### src/rtl/gsensor_spi3_responder.sv
// -----------------------------------------------------------------------------
// gsensor_spi3_responder
//
// Peripheral end of the 3-wire SPI accelerometer link. It emulates the sensor's
// register map and answers register reads and writes from the SPI master. XYZ
// samples come from a fabric-side source, and the block raises an interrupt
// when new data arrives.
//
// Frame: a command byte sent MSB first {R/W, MB, addr[5:0]}, then any number
//        of data bytes. SPI mode 3 is used, so SCLK idles high. The responder
//        samples SDAT on SCLK rise and drives SDAT on SCLK fall.
//
// Ports
//   clk_clk       system clock, at least 8x the SCLK frequency
//   reset_reset   asynchronous active-high reset
//   spi_sclk      SPI clock from the master
//   spi_cs_n      chip select, active low
//   spi_sdat_in   SDAT pad input
//   spi_sdat_out  SDAT value to drive (the top level builds the tristate)
//   spi_sdat_oe   SDAT output enable
//   g_sensor_int  DATA_READY interrupt, active high, registered
//   sample_valid  one-cycle strobe that marks a new XYZ sample
//   sample_x/y/z  16-bit two's-complement sample values
// -----------------------------------------------------------------------------
module gsensor_spi3_responder #(
  parameter logic [7:0]  DEVID       = 8'hE5,
  parameter int unsigned SYNC_STAGES = 2
) (
  input  logic        clk_clk,
  input  logic        reset_reset,
  input  logic        spi_sclk,
  input  logic        spi_cs_n,
  input  logic        spi_sdat_in,
  output logic        spi_sdat_out,
  output logic        spi_sdat_oe,
  output logic        g_sensor_int,
  input  logic        sample_valid,
  input  logic [15:0] sample_x,
  input  logic [15:0] sample_y,
  input  logic [15:0] sample_z
);

  localparam logic [5:0] ADDR_DEVID       = 6'h00;
  localparam logic [5:0] ADDR_BW_RATE     = 6'h2C;
  localparam logic [5:0] ADDR_POWER_CTL   = 6'h2D;
  localparam logic [5:0] ADDR_INT_ENABLE  = 6'h2E;
  localparam logic [5:0] ADDR_INT_SOURCE  = 6'h30;
  localparam logic [5:0] ADDR_DATA_FORMAT = 6'h31;
  localparam logic [5:0] ADDR_DATA_FIRST  = 6'h32;
  localparam logic [5:0] ADDR_DATA_LAST   = 6'h37;

  typedef enum logic [1:0] {
    ST_IDLE,
    ST_CMD,
    ST_WDATA,
    ST_RDATA
  } state_t;

  // ---------------------------------------------------------------------------
  // Input synchronizers and edge detection
  // ---------------------------------------------------------------------------
  logic [SYNC_STAGES-1:0] sclk_sync_q, sclk_sync_d;
  logic [SYNC_STAGES-1:0] cs_sync_q,   cs_sync_d;
  logic [SYNC_STAGES-1:0] sdat_sync_q, sdat_sync_d;
  logic                   sclk_prev_q, sclk_prev_d;
  logic                   cs_prev_q,   cs_prev_d;

  logic sclk_s, cs_s, sdat_s;
  logic sclk_rise, sclk_fall, cs_rise, cs_fall;

  assign sclk_s = sclk_sync_q[SYNC_STAGES-1];
  assign cs_s   = cs_sync_q[SYNC_STAGES-1];
  assign sdat_s = sdat_sync_q[SYNC_STAGES-1];

  assign sclk_rise =  sclk_s & ~sclk_prev_q;
  assign sclk_fall = ~sclk_s &  sclk_prev_q;
  assign cs_rise   =  cs_s   & ~cs_prev_q;
  assign cs_fall   = ~cs_s   &  cs_prev_q;

  always_comb begin
    sclk_sync_d = {sclk_sync_q[SYNC_STAGES-2:0], spi_sclk};
    cs_sync_d   = {cs_sync_q[SYNC_STAGES-2:0],   spi_cs_n};
    sdat_sync_d = {sdat_sync_q[SYNC_STAGES-2:0], spi_sdat_in};
    sclk_prev_d = sclk_s;
    cs_prev_d   = cs_s;
  end

  // ---------------------------------------------------------------------------
  // Protocol and register state
  // ---------------------------------------------------------------------------
  state_t      state_q,       state_d;
  logic [2:0]  bit_cnt_q,     bit_cnt_d;
  logic [7:0]  shift_q,       shift_d;
  logic [5:0]  addr_q,        addr_d;
  logic        mb_q,          mb_d;
  logic        wr_en_q,       wr_en_d;
  logic [7:0]  wr_data_q,     wr_data_d;
  logic        sdat_out_q,    sdat_out_d;
  logic        sdat_oe_q,     sdat_oe_d;
  logic        int_q,         int_d;

  logic [7:0]  bw_rate_q,     bw_rate_d;
  logic [7:0]  power_ctl_q,   power_ctl_d;
  logic        int_en_q,      int_en_d;     // INT_ENABLE[7] only
  logic [7:0]  data_format_q, data_format_d;
  logic [47:0] data_q,        data_d;       // 0x32..0x37, byte 0 at [7:0]
  logic        data_ready_q,  data_ready_d;
  logic        pend_q,        pend_d;
  logic [47:0] pend_data_q,   pend_data_d;

  logic [7:0]  rd_byte;
  logic [47:0] sample_word;
  logic        set_ready;
  logic        clr_ready;

  // Little-endian packing, so DATAX0 = sample_x[7:0] sits at address 0x32.
  assign sample_word = {sample_z, sample_y, sample_x};

  // Register read mux, addressed by the current frame address.
  always_comb begin
    rd_byte = 8'h00;
    case (addr_q)
      ADDR_DEVID:       rd_byte = DEVID;
      ADDR_BW_RATE:     rd_byte = bw_rate_q;
      ADDR_POWER_CTL:   rd_byte = power_ctl_q;
      ADDR_INT_ENABLE:  rd_byte = {int_en_q, 7'b0};
      ADDR_INT_SOURCE:  rd_byte = {data_ready_q, 7'b0};
      ADDR_DATA_FORMAT: rd_byte = data_format_q;
      6'h32:            rd_byte = data_q[7:0];
      6'h33:            rd_byte = data_q[15:8];
      6'h34:            rd_byte = data_q[23:16];
      6'h35:            rd_byte = data_q[31:24];
      6'h36:            rd_byte = data_q[39:32];
      6'h37:            rd_byte = data_q[47:40];
      default:          rd_byte = 8'h00;
    endcase
  end

  // NOTE: every signal written here is first given a default value. Without
  // one, a path that skips an assignment would infer a latch.
  always_comb begin
    state_d       = state_q;
    bit_cnt_d     = bit_cnt_q;
    shift_d       = shift_q;
    addr_d        = addr_q;
    mb_d          = mb_q;
    wr_en_d       = 1'b0;
    wr_data_d     = wr_data_q;
    sdat_out_d    = sdat_out_q;
    sdat_oe_d     = sdat_oe_q;
    bw_rate_d     = bw_rate_q;
    power_ctl_d   = power_ctl_q;
    int_en_d      = int_en_q;
    data_format_d = data_format_q;
    data_d        = data_q;
    pend_d        = pend_q;
    pend_data_d   = pend_data_q;
    set_ready     = 1'b0;
    clr_ready     = 1'b0;

    // A byte completed on the previous cycle is committed now. The address
    // steps even when the target is read-only or unmapped.
    if (wr_en_q) begin
      case (addr_q)
        ADDR_BW_RATE:     bw_rate_d     = wr_data_q;
        ADDR_POWER_CTL:   power_ctl_d   = wr_data_q;
        ADDR_INT_ENABLE:  int_en_d      = wr_data_q[7];
        ADDR_DATA_FORMAT: data_format_d = wr_data_q;
        default:          ;
      endcase
      if (mb_q) addr_d = addr_q + 6'd1;
    end

    if (cs_rise) begin
      // End of frame, or an abort. A partial byte is dropped because only a
      // full byte ever raises wr_en.
      state_d    = ST_IDLE;
      sdat_oe_d  = 1'b0;
      sdat_out_d = 1'b0;
    end else begin
      case (state_q)
        ST_IDLE: begin
          if (cs_fall) begin
            state_d   = ST_CMD;
            bit_cnt_d = 3'd0;
            shift_d   = 8'h00;
          end
        end

        ST_CMD: begin
          if (sclk_rise) begin
            shift_d   = {shift_q[6:0], sdat_s};
            bit_cnt_d = bit_cnt_q + 3'd1;
            if (bit_cnt_q == 3'd7) begin
              mb_d    = shift_d[6];
              addr_d  = shift_d[5:0];
              state_d = shift_d[7] ? ST_RDATA : ST_WDATA;
            end
          end
        end

        ST_WDATA: begin
          if (sclk_rise) begin
            shift_d   = {shift_q[6:0], sdat_s};
            bit_cnt_d = bit_cnt_q + 3'd1;
            if (bit_cnt_q == 3'd7) begin
              wr_en_d   = 1'b1;
              wr_data_d = shift_d;
            end
          end
        end

        ST_RDATA: begin
          if (sclk_fall) begin
            sdat_oe_d = 1'b1;
            bit_cnt_d = bit_cnt_q + 3'd1;
            if (bit_cnt_q == 3'd0) begin
              // Byte boundary: fetch the register, present its MSB, and step
              // the address for the next byte.
              sdat_out_d = rd_byte[7];
              shift_d    = {rd_byte[6:0], 1'b0};
              clr_ready  = (addr_q >= ADDR_DATA_FIRST) && (addr_q <= ADDR_DATA_LAST);
              if (mb_q) addr_d = addr_q + 6'd1;
            end else begin
              sdat_out_d = shift_q[7];
              shift_d    = {shift_q[6:0], 1'b0};
            end
          end
        end

        default: state_d = ST_IDLE;
      endcase
    end

    // Sample capture. While a frame is open the sample is parked so that a
    // multi-byte read sees one coherent sample. A strobe on the same cycle as
    // the CS_N rise is newer than the parked sample and overrides it.
    if (cs_rise && pend_q) begin
      data_d    = pend_data_q;
      pend_d    = 1'b0;
      set_ready = 1'b1;
    end
    if (sample_valid && power_ctl_q[3]) begin
      if (cs_s) begin
        data_d    = sample_word;
        set_ready = 1'b1;
      end else begin
        pend_d      = 1'b1;
        pend_data_d = sample_word;
      end
    end

    // When a set and a clear land on the same cycle, the set wins.
    if (set_ready)      data_ready_d = 1'b1;
    else if (clr_ready) data_ready_d = 1'b0;
    else                data_ready_d = data_ready_q;

    int_d = data_ready_q & int_en_q;
  end

  // NOTE: sequential state uses non-blocking assignments only, so every flop
  // samples the values from before the clock edge.
  // NOTE: the sample registers are plain flops, not a memory array, so they
  // are reset along with the rest of the state.
  always_ff @(posedge clk_clk or posedge reset_reset) begin
    if (reset_reset) begin
      sclk_sync_q   <= '1;
      cs_sync_q     <= '1;
      sdat_sync_q   <= '0;
      sclk_prev_q   <= 1'b1;
      cs_prev_q     <= 1'b1;
      state_q       <= ST_IDLE;
      bit_cnt_q     <= 3'd0;
      shift_q       <= 8'h00;
      addr_q        <= 6'h00;
      mb_q          <= 1'b0;
      wr_en_q       <= 1'b0;
      wr_data_q     <= 8'h00;
      sdat_out_q    <= 1'b0;
      sdat_oe_q     <= 1'b0;
      int_q         <= 1'b0;
      bw_rate_q     <= 8'h0A;
      power_ctl_q   <= 8'h00;
      int_en_q      <= 1'b0;
      data_format_q <= 8'h00;
      data_q        <= 48'h0;
      data_ready_q  <= 1'b0;
      pend_q        <= 1'b0;
      pend_data_q   <= 48'h0;
    end else begin
      sclk_sync_q   <= sclk_sync_d;
      cs_sync_q     <= cs_sync_d;
      sdat_sync_q   <= sdat_sync_d;
      sclk_prev_q   <= sclk_prev_d;
      cs_prev_q     <= cs_prev_d;
      state_q       <= state_d;
      bit_cnt_q     <= bit_cnt_d;
      shift_q       <= shift_d;
      addr_q        <= addr_d;
      mb_q          <= mb_d;
      wr_en_q       <= wr_en_d;
      wr_data_q     <= wr_data_d;
      sdat_out_q    <= sdat_out_d;
      sdat_oe_q     <= sdat_oe_d;
      int_q         <= int_d;
      bw_rate_q     <= bw_rate_d;
      power_ctl_q   <= power_ctl_d;
      int_en_q      <= int_en_d;
      data_format_q <= data_format_d;
      data_q        <= data_d;
      data_ready_q  <= data_ready_d;
      pend_q        <= pend_d;
      pend_data_q   <= pend_data_d;
    end
  end

  assign spi_sdat_out = sdat_out_q;
  assign spi_sdat_oe  = sdat_oe_q;
  assign g_sensor_int = int_q;

endmodule

### config.mk
export PLATFORM = sky130hd
export DESIGN_NAME = gsensor_spi3_responder
export DESIGN_NICKNAME = d
export VERILOG_FILES = /design/src/rtl/gsensor_spi3_responder.sv
export SDC_FILE = /design/constraint.sdc
export NUM_CORES = 1
export LEC_CHECK = 0
export BUFFER_PORTS_ARGS = -buffer_cell sky130_fd_sc_hd__clkbuf_2
export CAP_MARGIN = 10
export CORE_MARGIN = 2
export CORE_UTILIZATION = 40
export CTS_BUF_LIST = sky130_fd_sc_hd__clkbuf_4 sky130_fd_sc_hd__clkbuf_8
export DETAILED_ROUTE_END_ITERATION = 16
export HOLD_SLACK_MARGIN = 0.05
export PLACE_DENSITY = 0.66
export SLEW_MARGIN = 20
export SYNTH_ARGS = -nofsm -noshare
export SYNTH_HDL_FRONTEND = slang
export SYNTH_SLANG_ARGS = --single-unit
### constraint.sdc
create_clock -name clk_clk -period 5.65 [get_ports clk_clk]
set_input_delay 0.8475 -clock clk_clk [delete_from_list [all_inputs] [get_ports clk_clk]]
set_output_delay 0.8475 -clock clk_clk [all_outputs]
set_load 0.1 [all_outputs]
# == Word level (Yosys, flattened, before mapping) ==
# Index checks and enable logic that the tools add are counted.
# word_totals
reg_bits,163
in_bits,54
# op_classes
addsub,2
bitwise,10
n_eq_ne,21
mux,51
n_lt_le_gt_ge,2
n_reduce_logical,21
# ops
operator,count
$mux 48,3
$pmux 8 s12,1
$eq 6x6->1 const B,11
$mux 6,8
$mux 8,4
$mux 1,24
$pmux 8 s3,1
$reduce_and 4->1,4
$pmux 6 s2,1
$reduce_and 2->1,6
$mux 3,3
$ne 3x3->1 const B,3
$pmux 3 s3,1
$mux 2,4
$add 6x1->6 const B,1
$ge 6x6->1 const B,1
$le 6x6->1 const B,1
$logic_not 6->1,1
$reduce_bool 2->1,3
$and 1x1->1,5
$not 1->1,5
$eq 2x2->1 const B,2
$ne 2x2->1 const B,2
$pmux 2 s2,1
other kinds (9),11

# == Depth between registers and ports, before layout ==
# Gate-level depths: netlist of run 1.
# depth
ltp_word,8
depth_mapped,9

# == Worst setup path after synthesis of run 1 ==
# OpenSTA, ideal clock, no wires.
# synth_path
kind,input to register
startpoint,input sample_valid
endpoint,register pend_data_q[0]
n_path_buf,2
slack_ns,3.628
setup_time_ns,0.125
stages,4
arrival_time_ns,1.897
cell_sequence,nand3_1 buf_1 buf_2 mux2_2
# synth_via
elab_chain_len,2
# synth_rtl
item,line_no,text
from (decl),37,"input logic sample_valid,"
$logic_and 1x1->1,243,if (sample_valid && power_ctl_q[3]) begin
$reduce_and 2->1 (no line),--,
to (signal assigned),313,pend_data_q <= pend_data_d;
to (decl),109,"logic [47:0] pend_data_q, pend_data_d;"
# Every way passes these cells.
# A chain may end at the register's enable or synchronous reset.

# == Worst setup path after layout of run 1 ==
# layout_path
startpoint,register cs_prev_q
endpoint,register data_ready_q
# layout_via
elab_chain_len,7
elab_cells_between_ends,9
cone_classes,5 x mux; 2 x bitwise; 2 x reduce/logical
# layout_rtl
item,line_no,text
from (decl),66,"logic cs_prev_q, cs_prev_d;"
from (signal assigned),295,cs_prev_q <= cs_prev_d;
$not 1->1 *,77,assign cs_rise = cs_s & ~cs_prev_q;
$and 1x1->1 *,77,
$logic_and 1x1->1,238,if (cs_rise && pend_q) begin
$mux 1,238,
$mux 1,244,if (cs_s) begin
$mux 1,243,
$mux 1 or $reduce_bool 2->1 (tied branches),--,
to (signal assigned),311,data_ready_q <= data_ready_d;
to (decl),107,"logic data_ready_q, data_ready_d;"
# Every way passes the cells marked *; elsewhere a longest branch is shown, timed or not.

==> flow_summary.json, run 1 <==
{
  "h-tree-depth": 4,
  "post_cts_buffers": 0,
  "fin_area_mm2": 0.00871,
  "drc": 0,
  "synth.most_common_cell": "dfrtp_1",
  "cts_buffers": 17,
  "synth_seq_area_share_pct": 52.3,
  "netlist.area_leader.share_pct": 49.6,
  "postSynthAreaPerCell_um2": 11.3,
  "start_util_pct": 40.4,
  "ys_seq_elements": 163,
  "async_reset_ff_share_pct": 100,
  "end_kind": "flop",
  "cts_tree": "yes",
  "synth_top_family_by_area": "multiplexers",
  "yosys_warnings": 0,
  "critPathBufInv": 1,
  "critPathMaxFanout": 19,
  "critPathArrivalTime_ns": 2.84,
  "wirelength_mm": 18.4,
  "wl_per_cell_um": 18.3,
  "synth_area_mm2": 0.00782,
  "path_class": "flop to flop",
  "port_buffers": 56,
  "synth_mux_area_share_pct": 18.6,
  "ios": 57,
  "clk_latency_ns": 0.48,
  "worst_ep_required_time_ns": 6.01,
  "synth_adder_area_share_pct": 2.24,
  "worst-slew-pin-transition_ns": 0.895,
  "powerDensity_mw_per_mm2": 302,
  "rrSetupSlack_ns": 3.17,
  "r2r_start": "cs_prev_q$_DFF_PP1_",
  "clk_pin_slew_ns": 0.09,
  "dpl_cell_area_mm2": 0.00829,
  "yosys-top-cells-area": "dfrtp_1, mux2_2, mux2i_1",
  "grt_max_degree": 98,
  "whs_path_depth": 0,
  "ctsResizeCount": 0,
  "max_stage_delay_ns": 0.54,
  "routabilityCongestion": 0.956,
  "final_layout_size_suffix_gt1_share_pct": 26.2,
  "ctsHoldBuffers": 0,
  "antenna_left": 0,
  "setup_viol": 0,
  "maxCapViolCount": 0,
  "fp.dieH_um": 144,
  "diodes": 0,
  "synthesis.nets": 757,
  "grt_pass1_vias": 5596,
  "first_pass_iters": 5,
  "fp.coreArea_mm2": 0.0193,
  "via_per_inst": 5.52,
  "grt_first_pass_wirelength_mm": 30.5,
  "min_period_over_period_pct": 43.9,
  "synth_ff_type": "dfrtp_1",
  "skew_ns": 0.0154,
  "peakVddDrop_mv": 0.161,
  "cp_slowest_cell": "dfstp_2",
  "fmax_mhz": 403,
  "synth_top_cells_by_count": "dfrtp_1, mux2_2, nand2_1, o21ai_0, mux2i_1",
  "synth-simple-area-share_pct": 9.35,
  "crit_path_start_kind": "flop",
  "slew_violations": 0,
  "maxSlewHeadroom_pct": 40.3,
  "worstHoldEndpoint": "cs_sync_q[1]$_DFF_PP1_",
  "reg2reg_to": "data_ready_q$_DFFE_PP0P_",
  "synth_cell_type_count": 61,
  "syn_inst": 689,
  "clock-sinks": 163,
  "min_period_ns": 2.48,
  "drt_iter0_drc": 453,
  "nNetsFinal": 795,
  "grt_remaining_overflow": 0,
  "cp_cell_sequence": "inv_1 > ha_1 > nand2b_1 > nor3_1 > o311ai_0 > a221o_1",
  "root_buffer": "clkbuf_8",
  "finalHoldViolations": 0,
  "syn2layout_area_growth_pct": 11.4,
  "cp_top_family": "simple AND/OR/NAND/NOR gates",
  "outcome": "complete, no violations",
  "rsz0062_at_grt": "no",
  "leakage_uw": 0.00432,
  "rr_worst_depth": 6,
  "row_count": 51,
  "hold_path.class": "flop to flop",
  "fin_setup_tns_ns": 0,
  "hp-start": "cs_sync_q[0]$_DFF_PP1_",
  "grt.total_usage_pct": 19.3,
  "post-synth-top-area-cell": "dfrtp_1",
  "synth_edf_count": 0,
  "cts_buffer_depth": 2,
  "die_w_um": 144,
  "synth_compound_area_share_pct": 13.5,
  "die_area_mm2": 0.0207,
  "hpwl_mm": 12.7,
  "vias": 5546,
  "antenna_found_initial": 0,
  "synth_xor_area_share_pct": 0.672
}
-- cell type report --
type | instances | area (um^2)
clock buffers | 21 | 277
multi-input cells | 466 | 3480
clock inverters | 11 | 144
flip-flops and latches | 163 | 4090
fillers | 1792 | 10600
repair buffers | 61 | 318
inverters | 18 | 72.6
well taps | 265 | 332
-- flip-flops by register name, summed over array words and instances (netlist names), 2 cells and up --
signal         flops
wr_data_q          8
addr_q             6
sdat_sync_q        2
pend_data_q       48
sclk_sync_q        2
shift_q            8
data_format_q      8
bw_rate_q          8
cs_sync_q          2
bit_cnt_q          3
state_q            2
data_q            48
power_ctl_q        8
-- power by group --
group | internal, uW | switching, uW
logic | 155 | 278
clock network | 438 | 461
registers | 1230 | 67.0
-- kinds of logic (layout without fill, tap and decap cells) --
| kind of cell | after synthesis | after routing |
|---|---|---|
| buffers and inverters | 60 | 111 |
| AOI/OAI and AO/OA | 161 | 161 |
| adders and majority gates | 14 | 14 |
| and+or+nand+nor | 150 | 150 |
| xor gates and xnor gates | 6 | 6 |
| DFF | 163 | 163 |
| muxes | 135 | 135 |
-- cells in the final DEF (no fill, tap or decap), types with 4 or more instances in the layout --
cell type	instances
clkbuf_8	19
xnor2_1	5
nand3_1	7
dfrtp_1	155
a21oi_1	25
a22oi_1	14
nand2_1	77
mux2_2	84
ha_1	14
clkinv_4	5
mux2i_1	51
a22o_1	5
buf_4	5
nor2_1	15
inv_1	17
nand2b_1	9
o221ai_1	7
o21ai_0	61
dfstp_2	8
nor3_1	7
clkbuf_2	56
a222oi_1	6
and2_1	4
o211ai_1	6
-- stage by stage --
step / hold slack (ns) / setup slack (ns) / std cells / util (%) / total power, uW
6_report: 0.360 / 3.17 / 1005 / 45.0 / 2630
5_1_grt: 0.369 / 2.97 / 1005 / 45.0 / 2770
4_1_cts: 0.361 / 3.17 / 1005 / 45.0 / 2650
3_5_place_dp: 0.347 / 3.18 / 973 / 42.9 / 1750
3_3_place_gp: 0.340 / 3.19 / 973 / 42.9 / 1740
2_1_floorplan: 0.331 / 0.411 / 689 / - / 1610
-- how the worst max path moves through the flow --
stage	from	end	slack (ns)	cells after the start
5_1_grt	addr_q[0]$_DFF_PP0_	shift_q[5]$_DFFE_PP0P_	2.97	7
4_1_cts	addr_q[0]$_DFF_PP0_	spi_sdat_out$_DFFE_PP0P_	3.17	7
6_report	cs_prev_q$_DFF_PP1_	data_ready_q$_DFFE_PP0P_	3.17	6
3_3_place_gp	cs_prev_q$_DFF_PP1_	data_ready_q$_DFFE_PP0P_	3.19	6
2_1_floorplan	reset_reset	addr_q[0]$_DFF_PP0_	0.41	1
3_5_place_dp	cs_prev_q$_DFF_PP1_	data_ready_q$_DFFE_PP0P_	3.18	6
-- metal layers --
layer / up-vias / wire length, um / global-route usage (%)
li1: 2590 / - / -
met1: 2755 / 8880 / 28.1
met2: 167 / 8050 / 28.4
met3: 34 / 1070 / 4.37
met4: 0 / 425 / 6.81
met5: - / 0 / 0
Power figures use the tool's default switching activity.
==> run 2, diff against run 1 <==
Clock period 5.65 ns to 2.3 ns, I/O delays scaled along.
==> run 2 against run 1 <==
Compared with the run above: die area unchanged; hold slack worse by 0.27 ns; count of clock-buffer cells in the layout down 1; largest cell class unchanged.
==> flow_summary.json, run 2 (synthesized netlist as in run 1, its figures left out) <==
{
  "outcome": "complete, no violations",
  "hpwl_mm": 13.8,
  "reg_top3": "data_q x48, pend_data_q x48",
  "nNetsFinal": 831,
  "grt_first_pass_wirelength_mm": 31.4,
  "multiInputGateArea_mm2": 0.00349,
  "min_period_ns": 2.13,
  "leakage_uw": 0.00452,
  "first_pass_iters": 6,
  "final_layout_size_suffix_gt1_share_pct": 29.9,
  "fp.coreArea_mm2": 0.0193,
  "peakVddDrop_mv": 0.523,
  "cts_tree": "yes",
  "crit_path_start_kind": "flop",
  "max_stage_delay_ns": 0.43,
  "diodes": 0,
  "fin_setup_tns_ns": 0,
  "ios": 57,
  "min_period_over_period_pct": 92.8,
  "cts_buffer_depth": 2,
  "final_util_pct": 47.0,
  "p_clk_share_pct": 33.9,
  "startpoint": "addr_q[0]$_DFF_PP0_",
  "port_buffers": 56,
  "met1_length_mm": 9.19,
  "critPathMaxFanout": 10,
  "seqCellArea_mm2": 0.00409,
  "wl_per_cell_um": 18.3,
  "p_total_uw": 6670,
  "fmax_mhz": 468,
  "p_sw_uw": 2010,
  "grt_remaining_overflow": 0,
  "met2_wirelength_mm": 8.57,
  "post_cts_buffers": 0,
  "hold_path.class": "input port to flop",
  "holdWs_ns": 0.0892,
  "power_switching_share_pct": 30.1,
  "powerDensity_mw_per_mm2": 734,
  "h-tree-depth": 4,
  "grt.total_usage_pct": 20.0,
  "finalHoldViolations": 0,
  "die_w_um": 144,
  "rsz0062_at_grt": "no",
  "grt_max_degree": 98,
  "wirelength_mm": 19.1,
  "routabilityCongestion": 0.960,
  "clk_pin_slew_ns": 0.10,
  "power_frac_comb_pct": 18.4,
  "worst-slew-pin-transition_ns": 0.543,
  "cp_slowest_cell": "dfrtp_2",
  "hp-start": "sample_y[13]",
  "fp.dieH_um": 144,
  "cts_buffers": 17,
  "root_buffer": "clkbuf_8",
  "dr_wl_met3_mm": 1.12,
  "vias": 5655,
  "critPathArrivalTime_ns": 2.49,
  "slew_violations": 0,
  "maxSlewHeadroom_pct": 63.7,
  "worst_ep_required_time_ns": 2.66,
  "skew_ns": 0.0164,
  "end_kind": "flop",
  "via_per_inst": 5.43,
  "final_common_cell": "dfrtp_1",
  "place_ws_ns": 0.0773,
  "fin_ws_ns": 0.165,
  "path_class": "flop to flop",
  "setup_viol": 0,
  "p_seq_share_pct": 47.8,
  "row_count": 51,
  "top_layer": "met4",
  "drc": 0,
  "drt_iter0_drc": 485,
  "p_int_uw": 4660,
  "cp_cell_sequence": "inv_1 > ha_1 > buf_4 > a222oi_1 > nor2_1 > a221oi_1 > nand4_1 > a22o_1",
  "fillCellCount": 1787,
  "r2r_start": "addr_q[0]$_DFF_PP0_",
  "clk_latency_ns": 0.47,
  "start_util_pct": 40.4,
  "syn2layout_area_growth_pct": 16.2,
  "die_area_mm2": 0.0207,
  "clock-sinks": 163,
  "layout_common_cells": "dfrtp_1, mux2_2, nand2_1",
  "maxCapViolCount": 0,
  "antenna_found_initial": 0,
  "antenna_left": 0,
  "grt_pass1_vias": 5633
}
[run 2: cell types whose count changed in the layout (fill, tap and decap cells not counted), moves of 2 or more]
| cell | before | now |
|---|---|---|
| dfrtp_1 | 155 | 153 |
| ha_1 | 14 | 12 |
| dfrtp_2 | 0 | 2 |
| dlygate4sd3_1 | 0 | 4 |
| buf_12 | 0 | 5 |
| ha_2 | 0 | 2 |
| clkinvlp_4 | 0 | 3 |
| buf_4 | 5 | 32 |
| clkinv_4 | 5 | 3 |
[run 2: layer usage]
metal	vias up	GRT usage, %
met5	-	0
met4	0	5.21
met3	14	4.77
met2	179	29.7
met1	2807	29.2
li1	2655	-
[run 2: repair_timing]
action                     in CTS  in global routing
hold endpoints to repair       17                  0
resized for setup               0                  6
hold buffers                    4                  0
setup endpoints to repair       0                  5
[run 2: cell type report]
type,instances,share of cell area (%)
Clock buffer,20,2.89
Clock inverter,12,1.89
Inverter,18,0.785
Multi-Input combinational cell,466,38.5
Sequential cell,163,45.0
Tap cell,265,3.65
Timing Repair Buffer,97,7.27
[run 2: critical path, delay by kind of cell (launching register included)]
family	cells	cell delay, ns
compound gates	3	0.78
buf+inv	2	0.32
fa+ha+maj	1	0.31
simple gates	2	0.19
flops	1	0.43
[run 2: power groups by stage]
stage | logic (uW) | registers, uW | clock network [uW]
6_report | 1230 | 3190 | 2260
2_1_floorplan | 787 | 3160 | 0
5_1_grt | 1370 | 3210 | 2440
4_1_cts | 1210 | 3180 | 2330
3_5_place_dp | 1190 | 3240 | 0
3_3_place_gp | 1180 | 3240 | 0
[run 2: metrics by stage]
stage	instances	cell area [um^2]
6_report	1041	9080
5_1_grt	1041	9080
4_1_cts	1041	9060
3_5_place_dp	1005	8590
3_3_place_gp	1005	8590
2_1_floorplan	689	7820
[run 2: final timing paths]
check / cells after the start / slack (ns) / endpoint
setup reg to reg: 8 / 0.17 / shift_q[2]$_DFFE_PP0P_
max in group asynchronous: 4 / 1.06 / bw_rate_q[3]$_DFFE_PP1P_
min in group asynchronous: 3 / 0.46 / data_q[42]$_DFF_PP0_
setup / recovery: 8 / 0.17 / shift_q[2]$_DFFE_PP0P_
hold reg to reg: 0 / 0.36 / sdat_sync_q[1]$_DFF_PP0_
hold / removal: 3 / 0.09 / data_q[29]$_DFF_PP0_
